===== config.mk =====
export PLATFORM = sky130hd
export DESIGN_NAME = bpu_correct_gen_flat
export DESIGN_NICKNAME = d
export VERILOG_FILES = /design/src/rtl/bpu_correct_gen_if.sv /design/src/rtl/bpu_correct_gen.sv /design/src/flat_wrapper.sv
export SDC_FILE = /design/constraint.sdc
export NUM_CORES = 2
export LEC_CHECK = 0
export BUFFER_PORTS_ARGS = -buffer_cell sky130_fd_sc_hd__buf_2
export CAP_MARGIN = 20
export CORE_ASPECT_RATIO = 1.25
export CORE_MARGIN = 1.5
export CORE_UTILIZATION = 25
export DETAILED_ROUTE_END_ITERATION = 6
export PLACE_DENSITY = 0.51
export SETUP_SLACK_MARGIN = 0.5
export SLEW_MARGIN = 5
export SYNTH_ARGS = -nofsm -noshare
export SYNTH_HDL_FRONTEND = slang
export SYNTH_SLANG_ARGS = --single-unit

===== constraint.sdc =====
create_clock -name clk -period 17.7 [get_ports clk]
set_input_delay 5.31 -clock clk [delete_from_list [all_inputs] [get_ports clk]]
set_output_delay 5.31 -clock clk [all_outputs]
set_load 0.03 [all_outputs]

===== src/rtl/bpu_correct_gen_if.sv =====
// bpu_correct_gen_if: shared BPU correction types plus the commit/correction bundle interface

package bpu_correct_gen_pkg;
    localparam int HIST_LEN = 5;

    typedef enum logic [1:0] {BR_NORMAL, BR_CALL, BR_RET, BR_INDIRECT} br_type_e;

    // Prediction captured at fetch and carried down the pipe with the instruction
    typedef struct packed {
        logic                is_branch;
        br_type_e            br_type;
        logic [31:0]         next_pc;
        logic [31:0]         target_pc;
        logic [HIST_LEN-1:0] history;
        logic [1:0]          scnt;
    } predict_info_t;

    // One update request to the BPU; all-zero means "no update, no RAS action"
    typedef struct packed {
        logic [31:0]         pc;
        logic [31:0]         target_pc;
        logic                update;
        logic                type_miss;
        logic                target_miss;
        logic                taken;
        br_type_e            branch_type;
        logic                is_branch;
        logic [HIST_LEN-1:0] history;
        logic [1:0]          scnt;
    } correct_info_t;
endpackage

interface bpu_correct_gen_if #(parameter int QDEPTH = 8);
    logic                                     [1:0] cmt_valid_i;
    logic [1:0][31:0]                               cmt_pc_i;
    bpu_correct_gen_pkg::predict_info_t       [1:0] cmt_pred_i;
    logic                                     [1:0] cmt_is_branch_i;
    bpu_correct_gen_pkg::br_type_e            [1:0] cmt_br_type_i;
    logic                                     [1:0] cmt_taken_i;
    logic [1:0][31:0]                               cmt_target_i;
    logic                                           cmt_ready_o;
    bpu_correct_gen_pkg::correct_info_t       [1:0] correct_infos_o;
    logic                                           flush_o;
    logic [31:0]                                    redir_addr_o;
    logic [$clog2(QDEPTH):0]                        q_count_o;

    // Commit side drives the retire bundle and observes the correction outputs
    modport master (
        output cmt_valid_i, cmt_pc_i, cmt_pred_i, cmt_is_branch_i, cmt_br_type_i,
               cmt_taken_i, cmt_target_i,
        input  cmt_ready_o, correct_infos_o, flush_o, redir_addr_o, q_count_o
    );

    // Correction generator consumes the retire bundle
    modport slave (
        input  cmt_valid_i, cmt_pc_i, cmt_pred_i, cmt_is_branch_i, cmt_br_type_i,
               cmt_taken_i, cmt_target_i,
        output cmt_ready_o, correct_infos_o, flush_o, redir_addr_o, q_count_o
    );
endinterface


===== src/rtl/bpu_correct_gen.sv =====
// bpu_correct_gen: classifies committed instructions, queues BPU updates and raises redirects
module bpu_correct_gen
    import bpu_correct_gen_pkg::*;
#(
    parameter int QDEPTH = 8
) (
    input logic              clk,
    input logic              rst_n,
    bpu_correct_gen_if.slave bus
);
    localparam int AW = $clog2(QDEPTH);

    correct_info_t mem_q [QDEPTH];
    correct_info_t mem_d [QDEPTH];
    logic [AW-1:0] wr_ptr_q, wr_ptr_d, rd_ptr_q, rd_ptr_d;
    logic [AW:0]   count_q, count_d;
    logic          flush_q, flush_d;
    logic [31:0]   redir_q, redir_d;
    logic          ready, pop;
    logic [1:0]    mis, en, push;
    logic [31:0]   act_next [2];
    correct_info_t ent [2];

    // Ready leaves room for a double push regardless of this cycle's pop
    assign ready = rst_n & (count_q <= (AW+1)'(QDEPTH - 2));
    assign pop   = count_q != '0;

    // Per-slot resolution: actual next pc, mispredict flag and the candidate queue entry
    always_comb begin
        for (int i = 0; i < 2; i++) begin
            act_next[i] = bus.cmt_taken_i[i] ? bus.cmt_target_i[i] : bus.cmt_pc_i[i] + 32'd4;
            mis[i]      = bus.cmt_pred_i[i].next_pc != act_next[i];
            ent[i]      = '{
                pc:          bus.cmt_pc_i[i],
                target_pc:   bus.cmt_target_i[i],
                update:      1'b1,
                type_miss:   (bus.cmt_pred_i[i].is_branch != bus.cmt_is_branch_i[i]) |
                             (bus.cmt_is_branch_i[i] & (bus.cmt_pred_i[i].br_type != bus.cmt_br_type_i[i])),
                target_miss: bus.cmt_is_branch_i[i] & bus.cmt_taken_i[i] &
                             (bus.cmt_pred_i[i].target_pc != bus.cmt_target_i[i]),
                taken:       bus.cmt_taken_i[i],
                branch_type: bus.cmt_br_type_i[i],
                is_branch:   bus.cmt_is_branch_i[i],
                history:     bus.cmt_pred_i[i].history,
                scnt:        bus.cmt_pred_i[i].scnt
            };
        end
    end

    // A mispredicted slot 0 kills the younger slot 1 entirely
    assign en = {bus.cmt_valid_i[1] & ~(bus.cmt_valid_i[0] & mis[0]), bus.cmt_valid_i[0]} & {2{ready}};
    assign push = en & {bus.cmt_is_branch_i[1] | bus.cmt_pred_i[1].is_branch,
                        bus.cmt_is_branch_i[0] | bus.cmt_pred_i[0].is_branch};

    // Queue write/pointer/count bookkeeping and redirect selection of the oldest mispredict
    always_comb begin
        mem_d = mem_q;
        if (push[0]) mem_d[wr_ptr_q] = ent[0];
        if (push[1]) mem_d[wr_ptr_q + AW'(push[0])] = ent[1];
        wr_ptr_d = wr_ptr_q + AW'(push[0]) + AW'(push[1]);
        rd_ptr_d = rd_ptr_q + AW'(pop);
        count_d  = count_q + (AW+1)'(push[0]) + (AW+1)'(push[1]) - (AW+1)'(pop);
        flush_d  = |(en & mis);
        redir_d  = (en[0] & mis[0]) ? act_next[0] : (en[1] & mis[1]) ? act_next[1] : redir_q;
    end

    // State registers with synchronous active-low reset
    always_ff @(posedge clk) begin
        if (!rst_n) begin
            mem_q    <= '{default: '0};
            wr_ptr_q <= '0;
            rd_ptr_q <= '0;
            count_q  <= '0;
            flush_q  <= 1'b0;
            redir_q  <= '0;
        end else begin
            mem_q    <= mem_d;
            wr_ptr_q <= wr_ptr_d;
            rd_ptr_q <= rd_ptr_d;
            count_q  <= count_d;
            flush_q  <= flush_d;
            redir_q  <= redir_d;
        end
    end

    assign bus.cmt_ready_o        = ready;
    assign bus.correct_infos_o[0] = pop ? mem_q[rd_ptr_q] : '0;
    assign bus.correct_infos_o[1] = '0;
    assign bus.flush_o            = flush_q;
    assign bus.redir_addr_o       = redir_q;
    assign bus.q_count_o          = count_q;
endmodule


===== src/flat_wrapper.sv =====
// flat-port wrapper written by rule: the top's interface ports become plain ports
module bpu_correct_gen_flat import bpu_correct_gen_pkg::*;
#(
    parameter int QDEPTH = 8
)
  (clk, rst_n, bus_cmt_valid_i, bus_cmt_pc_i, bus_cmt_pred_i, bus_cmt_is_branch_i, bus_cmt_br_type_i, bus_cmt_taken_i, bus_cmt_target_i, bus_cmt_ready_o, bus_correct_infos_o, bus_flush_o, bus_redir_addr_o, bus_q_count_o);
  bpu_correct_gen_if #(.QDEPTH(QDEPTH)) bus_i ();
  input logic clk;
  input logic rst_n;
  input wire logic [$bits(bus_i.cmt_valid_i)-1:0] bus_cmt_valid_i;
  input wire logic [$bits(bus_i.cmt_pc_i)-1:0] bus_cmt_pc_i;
  input wire logic [$bits(bus_i.cmt_pred_i)-1:0] bus_cmt_pred_i;
  input wire logic [$bits(bus_i.cmt_is_branch_i)-1:0] bus_cmt_is_branch_i;
  input wire logic [$bits(bus_i.cmt_br_type_i)-1:0] bus_cmt_br_type_i;
  input wire logic [$bits(bus_i.cmt_taken_i)-1:0] bus_cmt_taken_i;
  input wire logic [$bits(bus_i.cmt_target_i)-1:0] bus_cmt_target_i;
  output wire logic [$bits(bus_i.cmt_ready_o)-1:0] bus_cmt_ready_o;
  output wire logic [$bits(bus_i.correct_infos_o)-1:0] bus_correct_infos_o;
  output wire logic [$bits(bus_i.flush_o)-1:0] bus_flush_o;
  output wire logic [$bits(bus_i.redir_addr_o)-1:0] bus_redir_addr_o;
  output wire logic [$bits(bus_i.q_count_o)-1:0] bus_q_count_o;
  assign bus_i.cmt_valid_i = bus_cmt_valid_i;
  assign bus_i.cmt_pc_i = bus_cmt_pc_i;
  assign bus_i.cmt_pred_i = bus_cmt_pred_i;
  assign bus_i.cmt_is_branch_i = bus_cmt_is_branch_i;
  assign bus_i.cmt_br_type_i = bus_cmt_br_type_i;
  assign bus_i.cmt_taken_i = bus_cmt_taken_i;
  assign bus_i.cmt_target_i = bus_cmt_target_i;
  assign bus_cmt_ready_o = bus_i.cmt_ready_o;
  assign bus_correct_infos_o = bus_i.correct_infos_o;
  assign bus_flush_o = bus_i.flush_o;
  assign bus_redir_addr_o = bus_i.redir_addr_o;
  assign bus_q_count_o = bus_i.q_count_o;
  bpu_correct_gen #(.QDEPTH(QDEPTH)) u_core (.clk(clk), .rst_n(rst_n), .bus(bus_i));
endmodule

; After elaboration in Yosys (flattened, before gate mapping)
; Index checks and enable logic that the tools add are counted.
[word_totals]
ff_bits = 667
in_bits = 288
out_inout_bits = 194
elab_cells = 150
[op_classes]
n_addsub = 8
magnitude_cmp = 6
eq_ne = 8
mux = 16
bitwise = 22
reduce_logical = 5
[op_table]
columns = cell, count
row1 = 624-bit bitwise mux, 2
row2 = 624-bit 2-to-1 mux, 2
row3 = 78-bit demux with 3-bit select, 2
row4 = 78-bit 2-to-1 mux, 5
row5 = 78-bit binary-select mux with 3-bit select, 1
row6 = 32-bit 2-to-1 mux, 4
row7 = 32-bit inequality test, 4
row8 = 32-bit by 3-bit adder with 32-bit output (second input constant), 2
row9 = 4-bit >= comparator (second input constant), 3
row10 = 3-bit NOT with 4-bit output, 3
row11 = 1-bit bitwise AND, 11
row12 = 3-bit by 1-bit adder with 3-bit output, 3
row13 = 4-bit by 1-bit adder with 4-bit output, 2
row14 = 4-bit by 1-bit less-than comparator with 1-bit output (second input constant), 2
row15 = 2-bit bitwise AND, 3
row16 = 4-bit by 3-bit less-or-equal comparator with 1-bit output (second input constant), 1
row17 = 2-bit inequality test, 2
row18 = 1-bit bitwise OR, 4
row19 = 4-bit nonzero test, 1
row20 = 4-bit by 1-bit subtractor with 4-bit output, 1
row21 = 1-bit logical AND, 2
row22 = 1-bit inequality test, 2
row23 = 2-bit nonzero test, 1
row24 = 2-bit OR reduction, 1
row25 = 1-bit NOT, 1

; Depth between registers and ports, before layout
[depth]
word_depth = 16
mapped_depth = 22
mapped_depth_nobuf = 18

; Worst setup path before layout
; OpenSTA, ideal clock, no wires.
[synth_path]
path_type = input to output
start = in rst_n
end = out bus_cmt_ready_o
arrival_ps = 6445
required_ps = 12390
path_slack_ps = 5945
stages = 3
n_path_buf = 1
cell_sequence = buf_2 -> inv_2 -> a311oi_1
[synth_between]
elab_chain_len = 1
[synth_lines]
columns = element, line_no
row1 = "start, declared", flat_wrapper.sv:9  ; input logic rst_n;
row2 = 1-bit bitwise AND, bpu_correct_gen.sv:25  ; assign ready = rst_n & (count_q <= (AW+1)'(QDEPTH - 2));
row3 = "end, declared", flat_wrapper.sv:17  ; output wire logic [$bits(bus_i.cmt_ready_o)-1:0] bus_cmt_ready_o;
; Every way passes these cells.

; Worst setup path in the final report
; Ends and elaborated chain as after synthesis.

==> results_dict.tcl <==
set metrics [dict create \
    wl_per_cell_um 29.35 \
    critPathLaunchType "input pin" \
    tightest_slew_ns 1.233 \
    cts_tree "yes" \
    async_flop_share 0 \
    post-synth-top-area-fraction 0.3182 \
    htree_levels 3 \
    tns_ns 0 \
    ir_worst_vdd_mv 0.1019 \
    max_freq_mhz 78.92 \
    cts_setup_buffers 0 \
    vias 36440 \
    start_util 0.2526 \
    worstPathArrival_ns 7.36 \
    yosys_warnings 0 \
    vias_per_cell 5.407 \
    dieArea_um2 170300 \
    cts_buffers 81 \
    power_density_nw_per_um2 96.53 \
    final.min_clock_period_ns 12.67 \
    ys_ff_latch 667 \
    grt_pass1_wl_um 273500 \
    final_core_util 0.2889 \
    hold_viol 0 \
    slew_viol_final 0 \
    grt_pass1_vias 34480 \
    period_share 0.7159 \
    stdcell_count 6740 \
    timing.max_cap.violations 0 \
    drc 0 \
    cts_hold_buf 0 \
    yosys-top-cells-area "dfxtp_1, mux2i_1, mux2_2, mux4_2, nand2_1" \
    die_h_um 461.1 \
    drt.antenna.violating_nets 0 \
    drtIter0Drc 4036 \
    synth-edff-count 0 \
    grtUsageTotal 0.2241 \
    hpwl_um 133800 \
    clock-sinks 667 \
    grt_setup_unrepaired "false" \
    min_to "u_core.mem_q[481]" \
    clk_path_buf_depth 3 \
    rows 167 \
    r2r-start "u_core.bus.q_count_o[2]" \
    dp.cells 6572 \
    power_leakage_nw 20.38 \
    relSlewSlack 0.1663 \
    portBuffers 403 \
    grt_overflow 0 \
    hp-class "reg -> reg" \
    ys_types 84 \
    r2r_cells 14 \
    yosysSeqAreaShare 0.3182 \
    synth_top_cell_by_area "dfxtp_1" \
    clk_latency_ns 0.66 \
    critPathKind "in -> out" \
    cp_max_fo 100 \
    fin_skew_ns 0.02203 \
    antenna_found_initial 70 \
    total_power_mw 4.632 \
    final_nets 4767 \
    hold_path_startpoint "u_core.mem_q[481]" \
    syn_inst 4356 \
    die_w_um 369.5 \
    cts-resized-gates 0 \
    drive_gt1_frac 0.2785 \
    core_area_um2 166100 \
    regToRegSetupSlack_ns 11.97 \
    fin_area_um2 47980 \
    wl_um 197800 \
    endpoint_kind "primary output" \
    cts-root-buf "clkbuf_16" \
    max_stage_delay_ns 0.65 \
    crit_buf_inv 3 \
    synth_commonest_cells "mux2i_1, dfxtp_1, nand2_1" \
    synth-main-ff-cell "dfxtp_1" \
    setup_viol 0 \
    routabilityCongestion 0.9320 \
    cp_cell_sequence "buf_8 -> inv_6 -> a311oi_1 -> buf_2" \
    cpMaxStageDelayCell "a311oi_1" \
    syn_to_final_growth_pct 14.34 \
    reg2reg_to "u_core.mem_q[227]" \
    path_clk_slew_ns 0.06 \
    io_pins 482 \
    drt_first_pass_iters 6 \
    whs_path_depth 2 \
    syn_avg_cell_area_um2 9.634 \
    status "complete, no violations" \
    crit_family "buffers and inverters" \
    synth_area_um2 41960 \
    placed_area_um2 45180 \
    grt_max_degree 164 \
    yosysMostFrequentCell "mux2i_1" \
    critPathRequiredTime_ns 12.39 \
]
where the power goes:
part	total (mW)	leakage (nW)	switching, mW	internal [mW]
registers	1.66	5.39	0.0989	1.56
clock network	1.72	1.34	0.712	1.01
logic	1.25	13.6	0.830	0.415
placed cells by master, fill, tap and decap left out, types with 7 or more instances in the layout:
cell / instances
nor3_1: 20
nor2_1: 136
a21oi_1: 68
mux4_2: 156
nor4_2: 8
conb_1: 78
o211ai_1: 7
nand4_1: 50
clkbuf_16: 82
dfxtp_1: 664
nor2b_1: 7
clkbuf_1: 19
clkbuf_8: 23
and4_1: 14
diode_2: 18
o22ai_1: 12
nand2_1: 630
mux2i_1: 724
buf_2: 402
ha_1: 15
inv_1: 40
or3_1: 7
nand3_1: 172
nand2b_1: 11
mux2_2: 462
a211oi_1: 17
xor2_1: 61
a31oi_1: 9
o21ai_0: 90
xnor2_1: 140
clkinv_2: 11
nor4_1: 9
buf_4: 65
o31ai_1: 149
and3_1: 11
and2_1: 22
worst max-delay path by stage:
stage	start	to	slack, ns	depth (start not counted)
floorplan	rst_n	bus_cmt_ready_o	5.94	3
global placement	rst_n	bus_cmt_ready_o	5.11	4
detailed placement	rst_n	bus_cmt_ready_o	5.10	4
CTS	rst_n	bus_cmt_ready_o	5.11	4
global route	rst_n	bus_cmt_ready_o	4.90	4
finish	rst_n	bus_cmt_ready_o	5.03	4
layer usage:
layer / GRT usage / vias to the layer above / wire length [um]
met5: 0 / - / 359
met4: 0.05654 / 56 / 4968
met3: 0.07305 / 310 / 21620
met2: 0.3283 / 1955 / 82830
met1: 0.3129 / 18430 / 88020
li1: - / 15700 / -
metrics by stage:
| step | hold WS (ns) | setup slack, ns |
|---|---|---|
| 6_report | 0.4641 | 5.028 |
| 5_1_grt | 0.5007 | 4.899 |
| 4_1_cts | 0.4631 | 5.106 |
| 3_5_place_dp | 0.4528 | 5.105 |
| 3_3_place_gp | 0.4456 | 5.108 |
| 2_1_floorplan | 0.4370 | 5.945 |
sequential cells by signal, indices dropped and copies added, names as in the netlist:
register,cells
u_core.bus.redir_addr_o,32
u_core.wr_ptr_q,3
u_core.bus.flush_o,1
u_core.bus.q_count_o,4
u_core.mem_q,624
u_core.rd_ptr_q,3
cells by family after synthesis:
kind of cell,count (synthesis),share of synthesized area
mux,1343,0.3807
simple gates,1134,0.1205
flops,667,0.3182
buf+inv,571,0.06464
compound gates,420,0.06741
xor+xnor,203,0.04308
fa+ha+maj,17,0.005427
other cells,1,0.00008936
area by class of cell:
| class | instances | area [um2] |
|---|---|---|
| inverter | 41 | 158.9 |
| antenna | 18 | 45.04 |
| clock buffer | 124 | 2440 |
| tap | 2197 | 2749 |
| multi-input combinational | 3195 | 26320 |
| timing repair buffer | 476 | 2638 |
| clock inverter | 22 | 272.8 |
| sequential | 667 | 13360 |
| fill | 17550 | 118100 |
worst register-to-register path: stages (launching register included):
cell	delay [ns]
dfxtp_1	0.41
ha_1	0.19
a21boi_0	0.08
a311oi_1	0.54
nand2_1	0.33
nor2_1	0.40
ha_1	0.25
ha_1	0.20
xor2_1	0.35
and2_1	0.20
nor3b_2	0.32
buf_4	0.53
and2_4	0.59
buf_4	0.87
mux2i_1	0.39
(Power assumes the default switching activity.)
